## config.mk

```make
export PLATFORM = sky130hd
export DESIGN_NAME = syndrome_collector
export DESIGN_NICKNAME = d
export VERILOG_FILES = /design/src/rtl/syndrome_collector.sv
export SDC_FILE = /design/constraint.sdc
export NUM_CORES = 1
export LEC_CHECK = 0
export ABC_AREA = 1
export ABC_CLOCK_PERIOD_IN_PS = 7600
export CORE_ASPECT_RATIO = 1.75
export CORE_MARGIN = 2
export CORE_UTILIZATION = 45
export CTS_CLUSTER_DIAMETER = 120
export DETAILED_ROUTE_END_ITERATION = 12
export PLACE_DENSITY = 0.62
export SYNTH_ARGS = -nofsm -noshare
export SYNTH_HDL_FRONTEND = slang
export SYNTH_SLANG_ARGS = --single-unit
```

## constraint.sdc

```tcl
create_clock -name clk -period 7.6 [get_ports clk]
set_clock_uncertainty 0.1 [all_clocks]
set_input_delay 0.76 -clock clk [delete_from_list [all_inputs] [get_ports clk]]
set_output_delay 0.76 -clock clk [all_outputs]
set_load 0.05 [all_outputs]
```

## src/rtl/syndrome_collector.sv

```systemverilog
// Collects eight per-block syndromes into one 64-bit set and queues it in a 2-deep output FIFO.
// Optional build macro SYN_ERR_COUNT_EN adds the err_blocks counter of accepted sets with errors.
module syndrome_collector (
  input  logic        clk,
  input  logic        reset,
  input  logic        CE,
  input  logic        S_Ready,
  input  logic [7:0]  S,
  input  logic        syn_ready,
  output logic        syn_valid,
  output logic [63:0] syn_out,
  output logic        no_error,
  output logic        overflow
`ifdef SYN_ERR_COUNT_EN
  ,
  output logic [15:0] err_blocks
`endif
);

  localparam int unsigned SYN_W   = 8;
  localparam int unsigned NUM_SYN = 8;
  localparam int unsigned SET_W   = SYN_W * NUM_SYN;
  localparam int unsigned SLOT_W  = SYN_W * (NUM_SYN - 1);
  localparam int unsigned IDX_W   = 3;

  typedef enum logic {
    IDLE,
    COLLECT
  } state_t;

  state_t              r_state;
  logic [IDX_W-1:0]    r_idx;
  logic [SLOT_W-1:0]   r_slots;

  logic                r_h_vld;
  logic [SET_W-1:0]    r_h_data;
  logic                r_h_ne;
  logic                r_t_vld;
  logic [SET_W-1:0]    r_t_data;
  logic                r_t_ne;
  logic                r_overflow;

  logic                w_push;
  logic                w_pop;
  logic                w_full;
  logic [SET_W-1:0]    w_set;
  logic                w_set_ne;

  // Slot 7 is never stored: the completing syndrome is pushed straight from S.
  assign w_push   = CE & ~S_Ready & (r_state == COLLECT) & (r_idx == IDX_W'(NUM_SYN - 1));
  assign w_set    = {S, r_slots};
  assign w_set_ne = ~|w_set;
  assign w_pop    = r_h_vld & syn_ready;
  assign w_full   = r_t_vld;

  // Collect FSM: S_Ready always restarts a block at slot 0.
  always_ff @(posedge clk or negedge reset) begin
    if (!reset) begin
      r_state <= IDLE;
      r_idx   <= '0;
      r_slots <= '0;
    end else if (CE) begin
      case (r_state)
        IDLE: begin
          if (S_Ready) begin
            r_slots[SYN_W-1:0] <= S;
            r_idx              <= IDX_W'(1);
            r_state            <= COLLECT;
          end
        end
        COLLECT: begin
          if (S_Ready) begin
            r_slots[SYN_W-1:0] <= S;
            r_idx              <= IDX_W'(1);
          end else if (r_idx == IDX_W'(NUM_SYN - 1)) begin
            r_idx   <= '0;
            r_state <= IDLE;
          end else begin
            r_slots[SYN_W*r_idx +: SYN_W] <= S;
            r_idx                         <= r_idx + IDX_W'(1);
          end
        end
        default: begin
          r_idx   <= '0;
          r_state <= IDLE;
        end
      endcase
    end
  end

  // Two-entry FIFO as head/tail registers so the outputs come straight from flops.
  always_ff @(posedge clk or negedge reset) begin
    if (!reset) begin
      r_h_vld    <= 1'b0;
      r_h_data   <= '0;
      r_h_ne     <= 1'b0;
      r_t_vld    <= 1'b0;
      r_t_data   <= '0;
      r_t_ne     <= 1'b0;
      r_overflow <= 1'b0;
    end else begin
      r_overflow <= w_push & w_full & ~w_pop;
      case ({w_push, w_pop})
        2'b10: begin
          if (!r_h_vld) begin
            r_h_vld  <= 1'b1;
            r_h_data <= w_set;
            r_h_ne   <= w_set_ne;
          end else if (!r_t_vld) begin
            r_t_vld  <= 1'b1;
            r_t_data <= w_set;
            r_t_ne   <= w_set_ne;
          end
        end
        2'b01: begin
          r_h_vld  <= r_t_vld;
          r_h_data <= r_t_data;
          r_h_ne   <= r_t_ne;
          r_t_vld  <= 1'b0;
        end
        2'b11: begin
          if (r_t_vld) begin
            r_h_data <= r_t_data;
            r_h_ne   <= r_t_ne;
            r_t_data <= w_set;
            r_t_ne   <= w_set_ne;
          end else begin
            r_h_data <= w_set;
            r_h_ne   <= w_set_ne;
          end
        end
        default: begin
          r_h_vld <= r_h_vld;
        end
      endcase
    end
  end

  assign syn_valid = r_h_vld;
  assign syn_out   = r_h_data;
  assign no_error  = r_h_ne;
  assign overflow  = r_overflow;

`ifdef SYN_ERR_COUNT_EN
  localparam int unsigned CNT_W = 16;

  logic             w_accept;
  logic [CNT_W-1:0] r_err_cnt;

  // Dropped sets never reach the FIFO, so they are not counted.
  assign w_accept = w_push & (~w_full | w_pop);

  always_ff @(posedge clk or negedge reset) begin
    if (!reset) begin
      r_err_cnt <= '0;
    end else if (w_accept && !w_set_ne && (r_err_cnt != {CNT_W{1'b1}})) begin
      r_err_cnt <= r_err_cnt + CNT_W'(1);
    end
  end

  assign err_blocks = r_err_cnt;
`endif

endmodule

```

# After elaboration in Yosys (flattened, before gate mapping)
# Index checks and enable logic that the tools add are counted.
# classes
bitwise_logic,10
n_addsub,2
shift,2
mux,28
n_eq_ne,9
reduce_logical,11
# op_table
operator,count
64-bit 2-to-1 mux,4
64-bit case mux with 3 select lines,1
64-bit case mux with 2 select lines,1
64-bit OR reduction,1
56-bit bitwise mux,1
"8-bit by 34-bit variable shift with 56-bit output, first input constant",1
8-bit by 34-bit variable part select with 56-bit output,1
6-bit negation with 34-bit output,1
8-bit 2-to-1 mux,3
8-bit case mux with 2 select lines,1
3-bit 2-to-1 mux,3
1-bit 2-to-1 mux,8
"2-bit != test, second input constant",4
1-bit case mux with 2 select lines,4
1-bit AND,6
3-bit case mux with 2 select lines,1
2-bit AND reduction,3
3-bit AND reduction,2
"2-bit == test, second input constant",2
1-bit inverter,4
4-bit AND reduction,1
2-bit nonzero test,2
"3-bit by 1-bit adder with 3-bit output, second input constant",1
"3-bit == test, second input constant",1
other kinds (5),5
# word_totals
elab_cells,73
input_bits,13
register_bits,193
output_inout_bits,67

# Logic depth before layout (Yosys ltp)
# Gate-level depths: netlist of run 1.
# depth
ltp_word,7
depth_mapped,12
ltp_nobuf,11

# Worst setup path after synthesis of run 1
# Ideal clock, no wire load.
# synth_timing
kind,input to register
startpoint,input port syn_ready
endpoint,register r_h_data[31] (netlist: syn_out[31])
setup_time_ps,136
n_path_buf,4
arrival_time_ps,2435
slack_ps,4929
required_ps,7364
path_stages,11
path_cell_list,nand2_1 inv_1 buf_2 clkbuf_1 ha_1 inv_2 clkbuf_1 clkbuf_1 o221ai_1 o21ai_0 o21ai_0
# synth_between
elab_chain_len,4
word_cells_on_any_way,8
cone_classes,eq/ne (4); mux (1); bitwise (1); reduce/logical (2)
# synth_rtl
element,line_no,text
"start, declared",9,"input logic syn_ready,"
1-bit AND (*),53,assign w_pop = r_h_vld & syn_ready;
2-bit == test or 2-bit by 1-bit == test with 1-bit output (tied branches),103,"case ({w_push, w_pop})"
2-bit != test (no line) or 3-bit nonzero test (tied branches),--,
2-bit AND reduction (no line),--,
"end signal, assigned",107,r_h_data <= w_set;
"end signal, assigned",117,r_h_data <= r_t_data;
"end signal, assigned",123,r_h_data <= r_t_data;
"end, declared",36,logic [SET_W-1:0] r_h_data;
# Mark *: on every way between the ends. The rest lies on a longest branch, timed or not.
# A chain may end at the register's enable or synchronous reset.

# Worst setup path after layout of run 1
# layout_timing
startpoint,input port syn_ready
endpoint,register r_t_data[10]
# layout_between
elab_chain_len,4
word_cells_on_any_way,8
cone_classes,eq/ne (4); mux (1); bitwise (1); reduce/logical (2)
# layout_rtl
element,line_no,text
1-bit AND (*),53,
2-bit == test,103,
2-bit != test (no line) or 2-bit nonzero test (tied branches),--,
3-bit AND reduction (no line),--,
"end signal, assigned",111,r_t_data <= w_set;
"end signal, assigned",125,r_t_data <= w_set;
"end, declared",39,logic [SET_W-1:0] r_t_data;
# Marks and branches as above.

==> results of run 1 <==
[logic make-up (layout without fill, tap and decap cells)]
family / count (synthesis) / after routing / share of synthesized area
buffers and inverters: 207 / 230 / 0.0835
AND/OR/NAND/NOR: 418 / 418 / 0.168
adder cells (fa/ha/maj): 7 / 7 / 0.00867
AO/OA/AOI/OAI: 428 / 428 / 0.257
multiplexers: 4 / 4 / 0.00520
flip-flops: 193 / 193 / 0.478
[cells in the mapped netlist (5+ instances only)]
| library cell | n | area (um^2) |
|---|---|---|
| sky130_fd_sc_hd__buf_2 | 28 | 140 |
| sky130_fd_sc_hd__nor3_1 | 7 | 35.0 |
| sky130_fd_sc_hd__clkbuf_1 | 54 | 203 |
| sky130_fd_sc_hd__o211ai_1 | 51 | 383 |
| sky130_fd_sc_hd__dfrtp_1 | 193 | 4830 |
| sky130_fd_sc_hd__inv_1 | 105 | 394 |
| sky130_fd_sc_hd__o221ai_1 | 64 | 561 |
| sky130_fd_sc_hd__ha_1 | 7 | 87.6 |
| sky130_fd_sc_hd__o41ai_1 | 6 | 52.6 |
| sky130_fd_sc_hd__o22ai_1 | 14 | 87.6 |
| sky130_fd_sc_hd__a21oi_1 | 16 | 80.1 |
| sky130_fd_sc_hd__nand3_1 | 26 | 130 |
| sky130_fd_sc_hd__o31ai_1 | 6 | 45.0 |
| sky130_fd_sc_hd__buf_1 | 7 | 26.3 |
| sky130_fd_sc_hd__nand2_1 | 288 | 1080 |
| sky130_fd_sc_hd__o21ai_1 | 40 | 200 |
| sky130_fd_sc_hd__o21ai_0 | 226 | 1130 |
| sky130_fd_sc_hd__nor2_1 | 80 | 300 |
| sky130_fd_sc_hd__nor2_2 | 5 | 31.3 |
| sky130_fd_sc_hd__inv_2 | 7 | 26.3 |
[registers in the layout, summed over array words and instances, names as in the netlist]
name and cells:
r_slots 56, r_idx 3, r_t_ne 1, overflow 1, r_t_data 64, no_error 1, syn_out 64, r_state 1
r_t_vld 1, syn_valid 1
[metrics by stage]
step,utilization,power [W],instance area (um^2),worst slack (ps)
6_report,0.522,0.00474,11500,2970
5_1_grt,0.522,0.00510,11500,2490
4_1_cts,0.522,0.00478,11500,3010
3_5_place_dp,0.495,0.00382,10900,2540
3_3_place_gp,0.495,0.00378,10900,2630
2_1_floorplan,-,0.00319,10100,4930
[worst min path at each step]
stage	endpoint	depth (start not counted)
after floorplan	no_error	0
after global placement	syn_out[33]	2
after detailed placement	syn_out[33]	2
after CTS	syn_out[49]	1
after global routing	syn_out[57]	1
final	syn_out[56]	1
[cell type report]
class	instances	share of cell area
Multi-Input combinational cell	857	0.385
Sequential cell	193	0.419
Clock buffer	19	0.0393
Clock inverter	12	0.0137
Timing Repair Buffer	87	0.0741
Inverter	112	0.0369
Tap cell	296	0.0321
[power by group]
part           total [W]  internal [W]  switching (W)
sequential       0.00166       0.00139       0.000273
clock           0.000948      0.000535       0.000413
combinational    0.00213      0.000674        0.00146
[routing by layer]
layer | up-vias | GRT usage | share of wire
met5 | - | 0 | 0
met4 | 0 | 0.0983 | 0.036
met3 | 50 | 0.0417 | 0.035
met2 | 181 | 0.361 | 0.50
met1 | 4168 | 0.306 | 0.43
li1 | 4361 | - | -
==> flow_summary.rst, run 1 <==
.. list-table::
   :header-rows: 1

   * - Metric
     - Value
   * - Slew margin rel.
     - 0.252
   * - Cell-by-cell listing of the critical path
     - clkdlybuf4s50_1 > nand2_1 > clkinv_2 > ha_1 > inv_4 > o21ai_1 > nor2_4 > buf_4 > o211ai_1 > o21ai_0
   * - Number of buffers between clock root and the deepest sink
     - 2
   * - Cell count after placement
     - 1545
   * - Site row count
     - 72
   * - Power per standard cell area
     - 411 nW/um^2
   * - Total number of vias
     - 8760
   * - Count of cells along the worst register-to-register path
     - 9
   * - Fraction of registers with async set or reset after synthesis
     - 1.00
   * - Final net count
     - 1288
   * - Hold buffer count at CTS
     - 0
   * - Hold Fails Final Rpt
     - 0
   * - Final-layout worst hold slack
     - 200 ps
   * - Class of the tightest hold or removal check
     - in2async
   * - End of the critical path
     - r_t_data[10]
   * - Library cell contributing the largest single delay on the critical path
     - sky130_fd_sc_hd__buf_4
   * - Largest fanout on the critical path
     - 118
   * - Average footprint of a synthesized cell
     - 8.04 um^2
   * - Clock tree from TritonCTS
     - done
   * - Required time worst endpoint
     - 7850 ps
   * - Remaining antenna violation count
     - 0
   * - Stage delay of the slowest cell on the critical path
     - 800 ps
   * - X dimension of the die
     - 117 um
   * - Max-cap violation count
     - 0
   * - Critical path start-end classification
     - in2reg
   * - Period Utilization, post-route
     - 0.609
   * - Synth Cell Area
     - 10100 um^2
   * - RD Place Congestion
     - 0.952
   * - Antenna violations before repair
     - 0
   * - DRC violations left
     - 0
   * - # H-tree levels
     - 4
   * - Routed wire length
     - 26000 um
   * - Chip Height
     - 202 um
   * - Clock-pin slew of the registers on the worst-case setup and hold paths
     - 70 ps
   * - Instance count of the mapped netlist
     - 1257
   * - Port buffer count
     - 79
   * - Synthesis-to-finish area growth
     - 14.1%
   * - Detailed-route wire length per cell
     - 16.5 um
   * - Worst Setup Start Kind
     - input port
   * - Area used by sequential logic in the layout
     - 4830 um^2
   * - CP top delay family
     - buffers and inverters
   * - Final setup violation count
     - 0
   * - Number of buffers added by the clock tree synthesis step
     - 17
   * - Run status
     - finished, final reports clean
   * - Synth warnings
     - 0
   * - Post-layout min period
     - 4630 ps
   * - Clock tree root buffer cell
     - sky130_fd_sc_hd__clkbuf_16
   * - Launching instance or port of the critical path
     - syn_ready
   * - Maximum number of pins on one net before global-route repair
     - 119
   * - RSZ-0062 raised after global routing
     - false
   * - Flop2flop setup slack
     - 3270 ps
   * - Kind of end point of the critical path
     - flop
   * - Max-slew violations
     - 0
   * - Global-route wire length before repair
     - 42500 um
   * - Lkg Pwr
     - 5.05 nW
   * - Core ar.
     - 22100 um^2
   * - Non-filler instance count after layout
     - 1576
   * - Fraction of final layout cells with drive strength greater than 1
     - 0.0555
   * - Source-to-sink clock delay at the later pin of the worst-skew pair
     - 450 ps
   * - Starting density of the core
     - 0.458
   * - Endpoint of the worst-slack reg-to-reg timing path
     - r_t_data[10]
   * - Prevailing post-synth register cell
     - sky130_fd_sc_hd__dfrtp_1
   * - Reg-to-Reg Start
     - syn_valid
   * - Number of DRC violations after detailed-routing iteration 0
     - 675
   * - Arrival time at the worst endpoint
     - 4880 ps
   * - Number of setup buffers added after CTS
     - 0
   * - Worst Max-Slew Pin Slew
     - 1120 ps
   * - Leading cell type in the layout, fill and taps excluded
     - sky130_fd_sc_hd__nand2_1
   * - Area taken by multi-input logic gates
     - 4440 um^2
   * - Total die area
     - 23700 um^2
   * - Number of nets in the synthesized netlist
     - 1277
   * - I/O pin total
     - 80
   * - Number of enable flip-flop cells after synthesis
     - 0
   * - Fill count
     - 2132
   * - Number of instances resized during post-cts repair
     - 0
   * - Achievable frequency
     - 216 MHz
   * - Remaining Overflow, GRT
     - 0
   * - Number of storage elements in the synthesis netlist
     - 193
   * - Count of cell instances traversed by the critical path
     - 10
   * - Crit path buf inv count
     - 4
   * - Highest-count cells in the layout ignoring fill and taps
     - 288 x sky130_fd_sc_hd__nand2_1, 226 x sky130_fd_sc_hd__o21ai_0, 192 x sky130_fd_sc_hd__dfrtp_1
   * - Via-to-Cell Ratio
     - 5.56
   * - TritonCTS sink count
     - 193
   * - Cell variety after synth
     - 36
   * - Final sum of negative setup slack
     - 0 ps
   * - HPWL after detailed placement
     - 17300 um
   * - Antenna Cells
     - 0
   * - Worst ir drop on vdd
     - 0.000227 V
   * - Total Routing Usage GR
     - 0.229
   * - Number of iterations in the first detailed-routing pass
     - 5
   * - Vias in the first global route
     - 7916
   * - Share of synthesized area occupied by flip-flops and latches
     - 0.478
No activity file was read; power rests on OpenSTA's default activity.
==> inputs of run 2 (changes only) <==
ABC_CLOCK_PERIOD_IN_PS = 4200   (was 7600)
PLACE_DENSITY = 0.65   (was 0.62)
clock period = 4.2 ns   (was 7.6 ns; I/O delays follow)
==> flow_summary.rst, run 2 (same netlist as run 1, synthesis figures left out) <==
.. list-table::
   :header-rows: 1

   * - Metric
     - Value
   * - Run status
     - complete, but fails checks
   * - Violated checks
     - hold timing
   * - DRC violations left
     - 0
   * - RSZ-0062 raised after global routing
     - false
   * - Fraction of final layout cells with drive strength greater than 1
     - 0.0591
   * - I/O pin total
     - 80
   * - Flop2flop setup slack
     - 970 ps
   * - HPWL after detailed placement
     - 17400 um
   * - Starting density of the core
     - 0.458
   * - Highest-count cells in the layout ignoring fill and taps
     - 288 x sky130_fd_sc_hd__nand2_1, 226 x sky130_fd_sc_hd__o21ai_0, 192 x sky130_fd_sc_hd__dfrtp_1
   * - Site row count
     - 72
   * - Hold buffer count at CTS
     - 0
   * - Arrival time at the worst endpoint
     - 3500 ps
   * - Critical path start-end classification
     - reg2reg
   * - Number of setup buffers added after CTS
     - 0
   * - Achievable frequency
     - 310 MHz
   * - Number of buffers added by the clock tree synthesis step
     - 17
   * - Required time worst endpoint
     - 4470 ps
   * - Reg-to-Reg Start
     - r_idx[0]
   * - Kind of end point of the critical path
     - flop
   * - Final net count
     - 1294
   * - Global-route wire length before repair
     - 43200 um
   * - Largest fanout on the critical path
     - 16
   * - # H-tree levels
     - 4
   * - Clock tree from TritonCTS
     - done
   * - Via-to-Cell Ratio
     - 5.56
   * - Final sum of negative setup slack
     - 0 ps
   * - Period Utilization, post-route
     - 0.768
   * - Clock tree root buffer cell
     - sky130_fd_sc_hd__clkbuf_16
   * - Final setup violation count
     - 0
   * - Vias in the first global route
     - 8176
   * - Clock-pin slew of the registers on the worst-case setup and hold paths
     - 70 ps
   * - Cell-by-cell listing of the critical path
     - inv_1 > ha_1 > ha_1 > inv_1 > nor2_4 > nand2_4 > nor3_4 > nand3_1 > o21ai_1
   * - Detailed-route wire length per cell
     - 16.3 um
   * - Final worst-path setup slack
     - 973 ps
   * - Stage delay of the slowest cell on the critical path
     - 530 ps
   * - Max-cap violation count
     - 0
   * - Antenna violations before repair
     - 0
   * - Antenna Cells
     - 0
   * - Post-layout min period
     - 3230 ps
   * - Slew margin rel.
     - 0.247
   * - Synthesis-to-finish area growth
     - 15.3%
   * - Total Routing Usage GR
     - 0.231
   * - Endpoint of the worst-slack reg-to-reg timing path
     - r_slots[22]
   * - Remaining antenna violation count
     - 0
   * - Remaining Overflow, GRT
     - 0
   * - Max-slew violations
     - 0
   * - Worst Max-Slew Pin Slew
     - 1130 ps
   * - Number of DRC violations after detailed-routing iteration 0
     - 605
   * - RD Place Congestion
     - 0.935
   * - TritonCTS sink count
     - 193
   * - Total number of vias
     - 8805
   * - Count of cells along the worst register-to-register path
     - 9
   * - Power per standard cell area
     - 739 nW/um^2
   * - Total die area
     - 23700 um^2
   * - Lkg Pwr
     - 5.11 nW
   * - Core ar.
     - 22100 um^2
   * - Class of the tightest hold or removal check
     - in2async
   * - Routed wire length
     - 25900 um
   * - Number of iterations in the first detailed-routing pass
     - 5
   * - Port buffer count
     - 79
   * - Worst ir drop on vdd
     - 0.000399 V
   * - Source-to-sink clock delay at the later pin of the worst-skew pair
     - 450 ps
   * - Chip Height
     - 202 um
   * - Worst setup timing slack at the placement stage
     - 912 ps
   * - X dimension of the die
     - 117 um
   * - Leading cell type in the layout, fill and taps excluded
     - sky130_fd_sc_hd__nand2_1
   * - Library cell contributing the largest single delay on the critical path
     - sky130_fd_sc_hd__ha_1
   * - Number of buffers between clock root and the deepest sink
     - 2
   * - Final-layout worst hold slack
     - -46.0 ps
   * - Worst Setup Start Kind
     - flop
   * - Maximum number of pins on one net before global-route repair
     - 130
   * - Hold Fails Final Rpt
     - 24
   * - Number of instances resized during post-cts repair
     - 0
==> run 2: layout make-up <==
class | instances | area [um^2]
timing repair buffer | 93 | 975
tap | 296 | 370
clock buffer | 21 | 460
multi-input combinational | 857 | 4440
inverter | 112 | 425
fill | 2101 | 10400
clock inverter | 11 | 151
sequential | 193 | 4830
==> run 2: layer usage <==
layer,wire [um],vias to the layer above,part of all wire,global-route usage
li1,-,4356,-,-
met1,11100,4202,0.43,0.308
met2,13200,199,0.51,0.376
met3,856,48,0.033,0.0345
met4,749,0,0.029,0.0878
met5,0,-,0,0
==> run 2: stage by stage <==
stage / power, W / utilization / instance area, um^2 / cells
global route: 0.00926 / 0.528 / 11700 / 1583
CTS: 0.00868 / 0.528 / 11700 / 1583
global placement: 0.00686 / 0.500 / 11000 / 1551
detailed placement: 0.00695 / 0.500 / 11000 / 1551
finish: 0.00861 / 0.528 / 11700 / 1583
floorplan: 0.00578 / - / 10100 / 1257
==> run 2: power breakdown <==
| part | switching [W] | internal, W |
|---|---|---|
| registers | 0.000461 | 0.00252 |
| logic | 0.00268 | 0.00124 |
| clock network | 0.000735 | 0.000975 |
| total | 0.00387 | 0.00473 |
==> run 2: worst max path at each step <==
stage | end | from | cells past startpoint
after global placement | r_t_ne | CE | 10
after floorplan | syn_out[31] | syn_valid | 11
after CTS | r_slots[22] | r_idx[0] | 9
after global routing | r_t_data[49] | r_idx[0] | 10
final | r_slots[22] | r_idx[0] | 9
after detailed placement | r_t_data[18] | CE | 9
==> run 2: critical path, delay by kind of cell, from the launching register on <==
family | cells | cell delay [ps]
simple gates | 4 | 1030
compound gates | 1 | 130
flops | 1 | 490
buf+inv | 2 | 590
fa+ha+maj | 2 | 820
